===== src/rtl/frame_plotter.sv =====
// Point-stream sink: plots signed (x,y) points into a 1-bpp framebuffer and keeps plot/clip/dup statistics.
// Define FRAME_PLOTTER_DUP_COUNT_EN to enable counting of points that land on already-set pixels.
module frame_plotter #(
  parameter int WIDTH   = 64,
  parameter int HEIGHT  = 32,
  parameter int COUNT_W = 16
) (
  input  logic                      _clock,
  input  logic                      _reset_n,
  input  logic                      _clear,
  input  logic [31:0]               _in0,
  input  logic [31:0]               _in1,
  input  logic                      _valid,
  output logic                      _ready,
  input  logic                      _src_done,
  input  logic [$clog2(WIDTH)-1:0]  _rd_x,
  input  logic [$clog2(HEIGHT)-1:0] _rd_y,
  output logic                      _rd_data,
  output logic [COUNT_W-1:0]        _plot_count,
  output logic [COUNT_W-1:0]        _clip_count,
  output logic [COUNT_W-1:0]        _dup_count,
  output logic                      _busy,
  output logic                      _finished
);
  localparam int XW = $clog2(WIDTH);
  localparam int YW = $clog2(HEIGHT);
  localparam logic signed [31:0] W_LIM = 32'(WIDTH);
  localparam logic signed [31:0] H_LIM = 32'(HEIGHT);

  typedef enum logic [1:0] {CLEAR, RUN, DONE} state_t;
  typedef struct packed {
    logic signed [31:0] x;
    logic signed [31:0] y;
  } point_t;

  state_t          state, state_nxt;
  logic [YW-1:0]   row, row_nxt;
  logic [WIDTH-1:0] fb [HEIGHT];
  point_t          pt;
  logic            in_bounds, accept, plot_hit, clip_hit;
  logic [XW-1:0]   xi;
  logic [YW-1:0]   yi;

  function automatic logic [COUNT_W-1:0] sat_inc(input logic [COUNT_W-1:0] v);
    return (&v) ? v : v + COUNT_W'(1);
  endfunction

  assign pt.x = _in0;
  assign pt.y = _in1;
  assign xi   = pt.x[XW-1:0];
  assign yi   = pt.y[YW-1:0];

  // full 32-bit signed bounds test; low bits are only used once the point is known in range
  assign in_bounds = !pt.x[31] && (pt.x < W_LIM) && !pt.y[31] && (pt.y < H_LIM);
  assign accept    = (state == RUN) && _valid && !_clear;
  assign plot_hit  = accept && in_bounds;
  assign clip_hit  = accept && !in_bounds;

  assign _ready    = (state == RUN);
  assign _busy     = (state == CLEAR);
  assign _finished = (state == DONE);

  always_comb begin
    state_nxt = state;
    row_nxt   = row;
    case (state)
      CLEAR: begin
        row_nxt = row + YW'(1);
        if (row == YW'(HEIGHT - 1)) state_nxt = RUN;
      end
      RUN:     if (_src_done && !_valid) state_nxt = DONE;
      DONE:    state_nxt = DONE;
      default: state_nxt = CLEAR;
    endcase
    if (_clear) begin
      state_nxt = CLEAR;
      row_nxt   = '0;
    end
  end

  always_ff @(posedge _clock or negedge _reset_n) begin
    if (!_reset_n) begin
      state <= CLEAR;
      row   <= '0;
    end else begin
      state <= state_nxt;
      row   <= row_nxt;
    end
  end

  // framebuffer has no reset; the CLEAR sweep defines its contents
  always_ff @(posedge _clock) begin
    if (state == CLEAR) fb[row] <= '0;
    else if (plot_hit)  fb[yi][xi] <= 1'b1;
  end

  always_ff @(posedge _clock or negedge _reset_n) begin
    if (!_reset_n) _rd_data <= 1'b0;
    else           _rd_data <= fb[_rd_y][_rd_x];
  end

  always_ff @(posedge _clock or negedge _reset_n) begin
    if (!_reset_n) begin
      _plot_count <= '0;
      _clip_count <= '0;
    end else if (_clear || state == CLEAR) begin
      _plot_count <= '0;
      _clip_count <= '0;
    end else begin
      if (plot_hit) _plot_count <= sat_inc(_plot_count);
      if (clip_hit) _clip_count <= sat_inc(_clip_count);
    end
  end

`ifdef FRAME_PLOTTER_DUP_COUNT_EN
  logic dup_hit;
  assign dup_hit = plot_hit && fb[yi][xi];

  always_ff @(posedge _clock or negedge _reset_n) begin
    if (!_reset_n)                     _dup_count <= '0;
    else if (_clear || state == CLEAR) _dup_count <= '0;
    else if (dup_hit)                  _dup_count <= sat_inc(_dup_count);
  end
`else
  assign _dup_count = '0;
`endif

endmodule


===== config.mk =====
export PLATFORM = sky130hd
export DESIGN_NAME = frame_plotter
export DESIGN_NICKNAME = d
export VERILOG_FILES = /design/src/rtl/frame_plotter.sv
export SDC_FILE = /design/constraint.sdc
export NUM_CORES = 2
export LEC_CHECK = 0
export ABC_CLOCK_PERIOD_IN_PS = 20400
export BUFFER_PORTS_ARGS = -buffer_cell sky130_fd_sc_hd__buf_2
export CAP_MARGIN = 20
export CORE_ASPECT_RATIO = 0.5
export CORE_MARGIN = 2
export CORE_UTILIZATION = 64
export CTS_BUF_LIST = sky130_fd_sc_hd__clkbuf_16
export DETAILED_ROUTE_END_ITERATION = 16
export PLACE_DENSITY_LB_ADDON = 0.05
export SYNTH_ARGS = -nofsm -noshare
export SYNTH_HDL_FRONTEND = slang
export SYNTH_SLANG_ARGS = --single-unit

===== constraint.sdc =====
create_clock -name _clock -period 20.4 [get_ports _clock]
set_input_delay 4.08 -clock _clock [delete_from_list [all_inputs] [get_ports _clock]]
set_output_delay 4.08 -clock _clock [all_outputs]
set_load 0.01 [all_outputs]

==> impl_metrics.toml <==
[setup_path]
cp.arrival_ns = 10.12
reg2reg_depth = 10
worstPathCellList = "buf_8 -> buf_12 -> buf_4 -> buf_12 -> mux2i_1 -> o221ai_1 -> nor3_1 -> nor4_1 -> o211ai_1 -> nor4_1 -> buf_4 -> nand3_1 -> nand4_1"
rrSetupSlack_ns = 14.77
worstPathMaxFanout = 114
worst-path-buf-inv = 5
crit_path_max_incr_delay_ns = 0.88
crit_family = "buffers and inverters"
r2r_end = "fb[15][20]$_DFFE_PP_"
start_kind = "input port"
crit_type = "input port to flop"
cp-end-kind = "flop"
r2r-start = "state[1]$_DFFE_PN0P_"
crit_slowest_cell = "nor4_1"
required_ns = 21.14

[clock_tree]
clock_path_buffers = 4
insertion_delay_ns = 0.82
clkSinkCount = 2088
post_cts_buffers = 0
postCtsHoldBufs = 0
cts_tree = "done"
ctsResizeCount = 0
cts_buffers = 185
htreeDepth = 4
cts_root_buffer = "clkbuf_16"
path_clk_slew_ns = 0.07

[finish]
area_growth_syn_to_layout_pct = 7.53
final_cell_mix = "nor2_1 (2,123), edfxtp_1 (2,048), mux4_2 (391)"
layout-drive-gt1-share_pct = 16.5
fin_util_pct = 69.4
final_nets = 6411
stdcell_area_mm2 = 0.0992
fin_cells = 8367
layout_commonest_cell = "nor2_1"

[placed_design]
io_buffers = 115
pre_cts_ws_ns = 10.28
place_area_mm2 = 0.0933
finalWeightedCongestion = 0.879
placed_cells = 8025
dp_hpwl_um = 141000

[timing]
setup_tns_ns = 0
fin_crit_sh_pct = 46.0
max_freq_mhz = 107
fin_worst_skew_ns = 0.0259
worstMarginPinSlew_ns = 1.29
worst_hold_slack_ns = 0.577
finalMaxSlewViolations = 0
rsz0062_at_grt = "no"
fin_ws_ns = 11.02
max-slew-margin-rel_pct = 13.2
finalHoldViolations = 0
setup_viol = 0
min_period_ns = 9.38

[min_path]
holdPathStages = 2
holdPathEnd = "_clip_count[6]$_DFFE_PN0P_"
hp-class = "flop to flop"
min_from = "_clip_count[6]$_DFFE_PN0P_"

[synthesis]
synth_top_area_share_pct = 66.7
ys.warnings.count = 0
synth-edff-count = 2048
synth_seq_cells = 2088
syn_avg_cell_area_um2 = 14.3
synth_largest_area_cell = "edfxtp_1"
synthesis.area_mm2 = 0.0923
async_flop_share_pct = 1.92
synth_ff_type = "edfxtp_1"
seq_area_frac_synth_pct = 67.7
synth_area_leaders = "edfxtp_1 (67%), mux4_2 (9.5%), nor2_1 (8.6%)"
syn_inst = 6453
synth_cell_types = 68

[power_and_ir_drop]
leakagePower_nw = 35.6
total_power_mw = 8.48
p_per_area_mw_per_mm2 = 85.5
ir_worst_vdd_v = 0.0000638

[routing]
drcViolationCount = 0
first_pass_iters = 6
drt-initial-drc-count = 9686
vias_per_cell = 6.87
ant_nets = 0
wl_um = 261000
vias = 57500
wl_per_cell_um = 31.2

[job]
cap_viol_max_count = 0

[floorplan]
coreArea_mm2 = 0.143
ios = 132
die_area_mm2 = 0.147
fp.dieH_um = 272
num_rows = 98
die_w_um = 541
start_util_pct = 64.5

[global_routing]
grt_first_pass_wirelength_um = 374000
overflow = 0
antenna_found_initial = 15
first_global_vias = 55100
grt_usage_pct = 35.5
grt_start_max_net_pins = 272

[outcome]
status = "complete, no violations"
tightest hold or removal path: cells and delay by family, from the launching register on:
kind | cells | cell delay, ns
xor gates and xnor gates | 1 | 0.08
DFF | 1 | 0.38
and+or+nand+nor | 1 | 0.08
cells in the mapped netlist, types with 36 or more instances:
cell,count
o22ai_1,66
buf_4,71
o21ai_0,51
mux2i_1,321
nor3_1,51
nand2_1,81
dfrtp_1,40
buf_2,112
mux4_2,391
nor4_1,36
a21oi_1,146
buf_6,154
o221ai_1,128
nor2_1,2126
edfxtp_1,2048
nand3_1,43
clkbuf_1,268
logic make-up after synthesis:
family / Yosys count / share of synthesized area (%)
compound gates: 475 / 3.45
xor+xnor: 28 / 0.266
fa+ha+maj: 7 / 0.0949
buf+inv: 641 / 4.34
flops: 2088 / 67.7
mux: 718 / 13.1
other cells: 1 / 0.00406
simple gates: 2495 / 11.0
state kept, by name, summed over array words and instances, names as in the netlist:
register and count:
_rd_data 1, _clip_count 16, row 5, _plot_count 16, state 2, fb 2048
report_power, final:
| part | internal, mW | leakage [nW] | switching (mW) |
|---|---|---|---|
| Sequential | 4.69 | 16.6 | 0.0116 |
| Combinational | 0.132 | 16.1 | 0.263 |
| Clock | 1.82 | 2.90 | 1.56 |
worst max-delay path by stage:
stage | slack (ns) | to | start | cells past startpoint
6_report | 11.02 | _rd_data$_DFF_PN0_ | _rd_y[0] | 13
2_1_floorplan | 6.87 | fb[31][38]$_DFFE_PP_ | _in1[26] | 10
4_1_cts | 11.07 | _rd_data$_DFF_PN0_ | _rd_y[0] | 13
3_3_place_gp | 9.91 | _rd_data$_DFF_PN0_ | _rd_y[0] | 12
5_1_grt | 10.83 | _rd_data$_DFF_PN0_ | _rd_y[0] | 13
3_5_place_dp | 10.28 | _rd_data$_DFF_PN0_ | _rd_y[0] | 13
per-layer routing:
| layer | GRT usage [%] | wire [um] | share of wire (%) |
|---|---|---|---|
| met1 | 52.4 | 97600 | 37 |
| met2 | 52.5 | 116000 | 44 |
| met3 | 9.86 | 39900 | 15 |
| met4 | 10.0 | 8070 | 3.1 |
| met5 | 0 | 27 | 0.010 |
area by class of cell:
| type | instances | area (um^2) |
|---|---|---|
| multi-input cells | 3739 | 26300 |
| fillers | 9715 | 43800 |
| flip-flops and latches | 2088 | 62500 |
| well taps | 1900 | 2380 |
| clock buffers | 187 | 4680 |
| diodes | 6 | 15.0 |
| clock inverters | 137 | 942 |
| inverters | 11 | 47.5 |
| repair buffers | 299 | 2320 |
Note: power is estimated with default switching activity, not from simulation.
